**src/rtl/somador.sv**
```systemverilog
// somador: SIZE-bit ripple-carry adder, S = X + Y + Cin, with a registered copy.
//
// Ports
//   clk     in   rising-edge clock, used only by the registered outputs
//   rst_n   in   asynchronous active-low reset, clears the registered outputs only
//   X, Y    in   SIZE-bit operands
//   Cin     in   carry-in (set with an inverted Y to subtract)
//   S       out  combinational sum, (X + Y + Cin) mod 2^SIZE
//   Cout    out  combinational carry out of the MSB
//   Ovf     out  combinational signed overflow (carry into MSB ^ carry out of MSB)
//   Zero    out  combinational, 1 when S == 0
//   S_q, Cout_q, Ovf_q, Zero_q
//           out  the combinational outputs captured on each rising clk edge
module somador #(
  parameter int unsigned SIZE = 32
) (
  input  logic            clk,
  input  logic            rst_n,
  input  logic [SIZE-1:0] X,
  input  logic [SIZE-1:0] Y,
  input  logic            Cin,
  output logic [SIZE-1:0] S,
  output logic            Cout,
  output logic            Ovf,
  output logic            Zero,
  output logic [SIZE-1:0] S_q,
  output logic            Cout_q,
  output logic            Ovf_q,
  output logic            Zero_q
);

  // carry[i] is the carry into bit i; carry[SIZE] is the carry out of the MSB.
  logic [SIZE:0]   carry;
  logic [SIZE-1:0] sum;

  assign carry[0] = Cin;

  for (genvar i = 0; i < SIZE; i++) begin : g_fa
    assign sum[i]     = X[i] ^ Y[i] ^ carry[i];
    assign carry[i+1] = (X[i] & Y[i]) | (carry[i] & (X[i] ^ Y[i]));
  end

  assign S    = sum;
  assign Cout = carry[SIZE];
  assign Ovf  = carry[SIZE] ^ carry[SIZE-1];
  assign Zero = ~|sum;

  // Registered copy: no enable, one cycle of latency.
  logic [SIZE-1:0] sum_d, sum_q;
  logic            cout_d, cout_q;
  logic            ovf_d, ovf_q;
  logic            zero_d, zero_q;

  always_comb begin
    sum_d  = S;
    cout_d = Cout;
    ovf_d  = Ovf;
    zero_d = Zero;
  end

  always_ff @(posedge clk or negedge rst_n) begin
    if (!rst_n) begin
      sum_q  <= '0;
      cout_q <= 1'b0;
      ovf_q  <= 1'b0;
      zero_q <= 1'b0;  // reads 0 while in reset even though sum_q is 0
    end else begin
      sum_q  <= sum_d;
      cout_q <= cout_d;
      ovf_q  <= ovf_d;
      zero_q <= zero_d;
    end
  end

  assign S_q    = sum_q;
  assign Cout_q = cout_q;
  assign Ovf_q  = ovf_q;
  assign Zero_q = zero_q;

endmodule

```
**config.mk**
```make
export PLATFORM = sky130hd
export DESIGN_NAME = somador
export DESIGN_NICKNAME = d
export VERILOG_FILES = /design/src/rtl/somador.sv
export SDC_FILE = /design/constraint.sdc
export NUM_CORES = 1
export LEC_CHECK = 0
export ABC_CLOCK_PERIOD_IN_PS = 19800
export CAP_MARGIN = 20
export CORE_UTILIZATION = 29
export DETAILED_ROUTE_END_ITERATION = 10
export GPL_TIMING_DRIVEN = 0
export PLACE_DENSITY = 0.72
export SKIP_CTS_REPAIR_TIMING = 1
export SLEW_MARGIN = 20
export SYNTH_ARGS = -nofsm -noshare
export SYNTH_HDL_FRONTEND = slang
export SYNTH_SLANG_ARGS = --single-unit
```
**constraint.sdc**
```tcl
create_clock -name clk -period 19.8 [get_ports clk]
set_input_delay 3.96 -clock clk [delete_from_list [all_inputs] [get_ports clk]]
set_output_delay 3.96 -clock clk [all_outputs]
set_load 0.1 [all_outputs]
```
Word level (Yosys, flattened, before mapping)
Cells that the tools add are included.

storage, ports and cells
  register bits = 35
  bits in latches = 0
  memory bits (writable) = 0
  bits in read-only memories = 0
  input port bits = 67
  logic and storage cells = 167
  memories kept = 0

operators by class
  $add $sub $neg = 0
  $mul = 0
  divide/modulo/power cells = 0
  magnitude comparators = 0
  equality and inequality tests = 0
  shift operators = 0
  muxes and demuxes = 0
  bitwise gates (word level) = 161
  reduce and logical (&&, ||, !) cells = 2

operators by type and width
  cell              number
  $xor 1x1->1       65
  $and 1x1->1       64
  $or 1x1->1        32
  $reduce_or 32->1  1
  $logic_not 1->1   1

Logic depth before layout (Yosys ltp)
Gate-level depths: netlist of run 1.

  depth in word-level cells = 66
  depth in mapped cells = 40
  depth with buffers taken out = 40

Least setup slack after synthesis of run 1
Ideal clock, no wire load.

  path type = input port to output port
  start point = input X[0]
  end point = output Zero
  arrival = 17634 ps
  required time = 15840 ps
  setup slack = -1794 ps
  cell stages on the path = 38
  path buffers = 0
  path through = inv_1 > fa_1 > inv_1 > fa_1 > fa_1 > fa_1 > fa_1 > fa_1 > fa_1 > fa_1 > fa_1 > fa_1 > fa_1 > fa_1 > fa_1 > fa_1 > fa_1 > fa_1 > [2 not listed] > fa_1 > fa_1 > fa_1 > fa_1 > fa_1 > fa_1 > fa_1 > fa_1 > fa_1 > fa_1 > inv_1 > fa_1 > inv_1 > fa_1 > fa_1 > nor4_2 > nand4_1 > nor2_1

on the way
  elaborated cells on any way between the ends = 98

RTL lines
  element               RTL line  RTL
  start: declaration    19        input logic [SIZE-1:0] X,
  $xor 1x1->1           40        assign carry[i+1] = (X[i] & Y[i]) | (carry[i] & (X[i] ^ Y[i]));
  $and 1x1->1           40
  $or 1x1->1 (*)        40
  $and 1x1->1 (*)       40
  $or 1x1->1 (*)        40
  $and 1x1->1 (*)       40
  $or 1x1->1 (*)        40
  $and 1x1->1 (*)       40
  [49 not listed]       --
  $and 1x1->1 (*)       40
  $or 1x1->1 (*)        40
  $and 1x1->1 (*)       40
  $or 1x1->1 (*)        40
  $xor 1x1->1 (*)       39        assign sum[i] = X[i] ^ Y[i] ^ carry[i];
  named net S[30]       22        output logic [SIZE-1:0] S,
  $reduce_or 32->1 (*)  46        assign Zero = ~|sum;
  $logic_not 1->1 (*)   46
  end: declaration      25        output logic Zero,

The timed path passes the listed nets; every way through them passes the cells marked *.

Worst setup path after layout of run 1
  start point = input X[0]
  end point = output Zero

on the way
  longest elaborated chain between the ends = 66
  elaborated cells on any way between the ends = 98

ends and longest elaborated chain
  element               RTL line
  $xor 1x1->1           39, 40
  $and 1x1->1           40
  $or 1x1->1            40
  $and 1x1->1           40
  $or 1x1->1            40
  $and 1x1->1           40
  $or 1x1->1            40
  $and 1x1->1           40
  [50 not listed]       --
  $or 1x1->1            40
  $and 1x1->1           40
  $or 1x1->1            40
  $and 1x1->1           40
  $or 1x1->1            40
  $xor 1x1->1           39
  $reduce_or 32->1 (*)  46
  $logic_not 1->1 (*)   46

Mark *: on every way between the ends. The rest lies on a longest branch, timed or not.

==> results of run 1 <==
-- cell families after synthesis --
family,Yosys count
buf+inv,15
xor+xnor,1
fa+ha+maj,32
flops,35
simple gates,11
-- cells in the mapped netlist, drive strengths merged --
cell type,instances
fa,32
xnor2,1
dfrtp,35
nor4,7
and4b,1
nand4,2
nor2,1
inv,15
-- final cells by class --
cell class	count	share of cell area
inverter	15	0.0190
multi-input combinational	44	0.249
clock buffer	6	0.0216
timing repair buffer	140	0.423
tap	72	0.0268
sequential	35	0.261
-- layer usage --
layer / vias to the layer above / GRT usage
li1: 581 / -
met1: 649 / 0.188
met2: 90 / 0.299
met3: 6 / 0.0465
met4: 0 / 0.0722
met5: - / 0
-- metrics by stage --
stage | setup TNS, ns | hold WS [ns] | power, mW | utilization
2_1_floorplan | 0 | 3.66 | 0.336 | -
3_3_place_gp | -5.75 | 4.70 | 0.406 | 0.578
3_5_place_dp | -6.34 | 3.87 | 0.409 | 0.582
4_1_cts | -6.42 | 3.56 | 0.455 | 0.595
5_1_grt | -0.481 | 3.57 | 0.470 | 0.607
6_report | -0.0241 | 3.56 | 0.454 | 0.607
-- flip-flops by register name, indices dropped and copies added (netlist names) --
signal and count:
Ovf_q 1, Zero_q 1, S_q 32, Cout_q 1
-- worst paths after layout --
check                      cells past startpoint  start  slack [ns]      end
worst max-delay path                          42   X[0]       -0.02     Zero
min in group clk                               2   Y[1]        4.10   S_q[1]
max in group asynchronous                      2  rst_n       15.82  S_q[24]
worst min-delay path                           1  rst_n        3.56   S_q[3]
-- power groups by stage --
| stage | logic, mW | registers (mW) | clock network, mW |
|---|---|---|---|
| 6_report | 0.321 | 0.0882 | 0.0453 |
| 3_5_place_dp | 0.319 | 0.0897 | 0 |
| 5_1_grt | 0.330 | 0.0895 | 0.0505 |
| 2_1_floorplan | 0.143 | 0.193 | 0 |
| 4_1_cts | 0.319 | 0.0884 | 0.0472 |
| 3_3_place_gp | 0.317 | 0.0893 | 0 |
==> flow_metrics.tcl, run 1 <==
set metrics [dict create \
    synth_area_leaders "dfrtp_1 52%, fa_1 38%, inv_1 3.4%, nor4_2 3.0%, nor4_1 1.1%" \
    initial_core_util 0.303 \
    p_leak_nw 1.35 \
    route.detailed.drc 0 \
    seqCellArea_um2 876 \
    layout_common_cells "124 x clkdlybuf4s50_1, 35 x dfrtp_1, 31 x fa_2" \
    comb_power_share 0.706 \
    setup_viol 1 \
    tightest_slew_ns 1.01 \
    yosysTopAreaCell "dfrtp_1" \
    synth.mux.area_fraction 0 \
    clkSlewWorstSetupHoldPaths_ns 0.06 \
    gp_congestion 0.761 \
    powerDensity_nw_per_um2 135 \
    wirelength_mm 4.76 \
    avgRoutedWirePerCell_um 15.3 \
    syn-num-nets 193 \
    critPathCaptureType "output pin" \
    placement.io_buffers 136 \
    grt.overflow.total 0 \
    maxCapViolCount 0 \
    grt_pass1_wl_mm 7.36 \
    worstSetupPathType "in -> out" \
    period_needed_ns 19.82 \
    final_max_slew_viol_count 0 \
    switching_power_mw 0.270 \
    wl_met3_um 476 \
    final_common_cell "clkdlybuf4s50_1" \
    syn_avg_cell_area_um2 17.8 \
    cts_buffer_depth 2 \
    wl_met1_mm 1.69 \
    rsz0062_at_grt "yes" \
    synth-seq-cells 35 \
    area_growth_pct 101 \
    cts.sinks 35 \
    final_layout_size_suffix_gt1_frac 0.263 \
    placed_cells 303 \
    crit_slowest_cell "fa_1" \
    p_int_mw 0.184 \
    hold_viol_final 0 \
    antenna_found_initial 0 \
    dp_slack_ns -1.51 \
    ant_nets 0 \
    fin_crit_sh 1.00 \
    crit_path_frequent_cell "fa_2" \
    firstDrtPassIters 4 \
    n_antenna_cell 0 \
    fin_ws_ns -0.0241 \
    relSlewSlack 0.324 \
    fin_nets 340 \
    fmax_mhz 50.4 \
    synth-seq-area-share 0.522 \
    die_x_um 78.0 \
    multiInputGateArea_um2 837 \
    io_pins 137 \
    hp-class "in -> async" \
    cts_root_buf "clkbuf_8" \
    path_buf_inv 7 \
    fin_cells 312 \
    peakVddDrop_mv 0.0683 \
    die-height_um 78.0 \
    ys_warn_count 0 \
    crit_arrival_ns 15.86 \
    grt.total_usage 0.168 \
    p_seq_frac 0.194 \
    fill_cells 445 \
    synth_top_family_by_area "adder cells" \
    cp.required_ns 15.84 \
    critPathLaunchType "input pin" \
    drtIter0Drc 18 \
    switching_share 0.595 \
    synth_compound_area_frac 0 \
    dp_hpwl_mm 4.16 \
    place_area_um2 3230 \
    cp_max_fo 2 \
    core_area_um2 5540 \
    synth-adder-area-share 0.382 \
    die_area_um2 6090 \
    row_count 27 \
    cts_buffers 5 \
    highest_layer "met4" \
    num_vias 1326 \
    netlist_area_um2 1680 \
    p_clk_frac 0.100 \
    grt_pass1_vias 1409 \
    viasPerCell 4.25 \
    synthCells 94 \
    design_area_um2 3360 \
    yosys.area_share.simple 0.0567 \
    cts_tree "done" \
    synth_xor_area_frac 0.00522 \
    grt_max_degree 25 \
    status "finished with violations" \
    critPathTopFamily "adder cells" \
    violations "setup timing" \
    synth_top_area_share 0.522 \
    cts.htree.levels 2 \
    slowest_delay_ns 0.44 \
    wl_met2_mm 2.51 \
    yosysUniqueCellTypes 9 \
]
No activity file was read; power rests on OpenSTA's default activity.
==> run 2: changes to the inputs <==
--- a/config.mk
+++ b/config.mk
@@ -5,12 +5,12 @@
 export SDC_FILE = /design/constraint.sdc
 export NUM_CORES = 1
 export LEC_CHECK = 0
-export ABC_CLOCK_PERIOD_IN_PS = 19800
+export ABC_CLOCK_PERIOD_IN_PS = 20800
 export CAP_MARGIN = 20
-export CORE_UTILIZATION = 29
+export CORE_UTILIZATION = 33
 export DETAILED_ROUTE_END_ITERATION = 10
 export GPL_TIMING_DRIVEN = 0
-export PLACE_DENSITY = 0.72
+export PLACE_DENSITY = 0.77
 export SKIP_CTS_REPAIR_TIMING = 1
 export SLEW_MARGIN = 20
 export SYNTH_ARGS = -nofsm -noshare
==> constraint.sdc (replaced) <==
create_clock -name clk -period 20.8 [get_ports clk]
set_input_delay 4.16 -clock clk [delete_from_list [all_inputs] [get_ports clk]]
set_output_delay 4.16 -clock clk [all_outputs]
set_load 0.1 [all_outputs]
==> flow_metrics.tcl, run 2 (synthesis gave the netlist of run 1 again) <==
set metrics [dict create \
    row_count 25 \
    cts.sinks 35 \
    p_clk_frac 0.105 \
    viasPerCell 4.22 \
    powerDensity_nw_per_um2 130 \
    fmax_mhz 48.6 \
    dp_slack_ns -1.58 \
    peakVddDrop_mv 0.0596 \
    avgRoutedWirePerCell_um 15.2 \
    hold_viol_final 0 \
    rsz0062_at_grt "yes" \
    grt.overflow.total 0 \
    slowest_delay_ns 0.42 \
    wirelength_mm 4.66 \
    num_vias 1290 \
    critPathLaunchType "input pin" \
    drtIter0Drc 18 \
    core_area_um2 4820 \
    relSlewSlack 0.311 \
    cp.required_ns 16.64 \
    p_int_mw 0.174 \
    hp-class "in -> async" \
    critPathCaptureType "output pin" \
    die-height_um 73.3 \
    cts_buffer_depth 2 \
    period_needed_ns 20.59 \
    use_met2 0.319 \
    comb_power_share 0.701 \
    busiest_layer "met2" \
    final_common_cell "clkdlybuf4s50_1" \
    use_met3 0.0645 \
    maxCapViolCount 0 \
    fin_nets 337 \
    post-route-util 0.689 \
    fin_ws_ns 0.208 \
    die_x_um 73.3 \
    p_total_mw 0.432 \
    cts_root_buf "clkbuf_8" \
    layout_common_cells "129 x clkdlybuf4s50_1, 35 x dfrtp_1, 30 x fa_2" \
    n_antenna_cell 0 \
    hold_ws_ns 3.74 \
    final_max_slew_viol_count 0 \
    tightest_slew_ns 1.03 \
    p_seq_frac 0.194 \
    setup_viol 0 \
    cts_buffers 5 \
    fill_cells 355 \
    grt_pass1_wl_mm 6.98 \
    fin_crit_sh 0.990 \
    cts.htree.levels 2 \
    gp_congestion 0.747 \
    initial_core_util 0.348 \
    largest_reg_flops 32 \
    io_pins 137 \
    grt_max_degree 27 \
    crit_arrival_ns 16.43 \
    worstSetupPathType "in -> out" \
    route.detailed.drc 0 \
    dp_hpwl_mm 4.06 \
    multiInputGateArea_um2 835 \
    cts_tree "done" \
    switching_power_mw 0.258 \
    globalRouteMet1Util 0.209 \
    ant_nets 0 \
    antenna_found_initial 0 \
    switching_share 0.597 \
    grt_pass1_vias 1351 \
    die_area_um2 5370 \
    firstDrtPassIters 4 \
    crit_slowest_cell "fa_1" \
    grt.total_usage 0.184 \
    final_layout_size_suffix_gt1_frac 0.213 \
    clkSlewWorstSetupHoldPaths_ns 0.07 \
    seqCellArea_um2 876 \
    fin_setup_tns_ns 0 \
    status "finished, final reports clean" \
    cp_max_fo 2 \
    p_leak_nw 1.33 \
    area_growth_pct 97.9 \
    crit_path_frequent_cell "fa_2" \
    placement.io_buffers 136 \
]
-- run 2: changes by cell type in the layout (fill, tap and decap cells not counted) --
cell	delta
inv_4	-3
buf_4	-2
clkbuf_1	+1
clkbuf_2	-2
fa_1	+1
inv_2	-1
fa_2	-1
clkinv_2	+1
buf_6	-3
clkdlybuf4s50_1	+5
buf_16	-1
inv_1	+4
-- run 2: critical path, delay by kind of cell --
family                     cells  cell delay (ns)
adders and majority gates     32            10.91
buffers and inverters          7             0.88
and+or+nand+nor                3             0.45
-- run 2: final cells by class --
cell class	instances	area share
Sequential cell	35	0.264
Clock inverter	1	0.00151
Clock buffer	7	0.0230
Inverter	15	0.0170
Timing Repair Buffer	137	0.418
Tap cell	67	0.0253
Multi-Input combinational cell	44	0.252
-- run 2: metrics by stage --
step,cell area [µm²],instances
after floorplan,1710,94
after global placement,3160,297
after detailed placement,3170,298
after CTS,3260,306
after global routing,3320,306
final,3320,306
-- run 2: final timing paths --
| path | from | end | slack [ns] | depth (start not counted) |
|---|---|---|---|---|
| min in group clk | Y[31] | S_q[31] | 4.59 | 4 |
| max in group asynchronous | rst_n | S_q[24] | 16.64 | 2 |
| hold / removal | rst_n | S_q[14] | 3.74 | 1 |
| setup / recovery | X[0] | Zero | 0.21 | 42 |
-- run 2: power groups by stage --
| stage | Sequential (mW) | Clock (mW) | Combinational [mW] |
|---|---|---|---|
| finish | 0.0838 | 0.0454 | 0.302 |
| global route | 0.0850 | 0.0499 | 0.311 |
| CTS | 0.0840 | 0.0468 | 0.302 |
| detailed placement | 0.0853 | 0 | 0.301 |
| global placement | 0.0851 | 0 | 0.299 |
| floorplan | 0.184 | 0 | 0.132 |
-- run 2: per-layer routing --
metal / vias to the layer above / wire length [µm]
met5: - / 0
met4: 0 / 59
li1: 579 / -
met1: 622 / 1650
met3: 5 / 493
met2: 84 / 2460
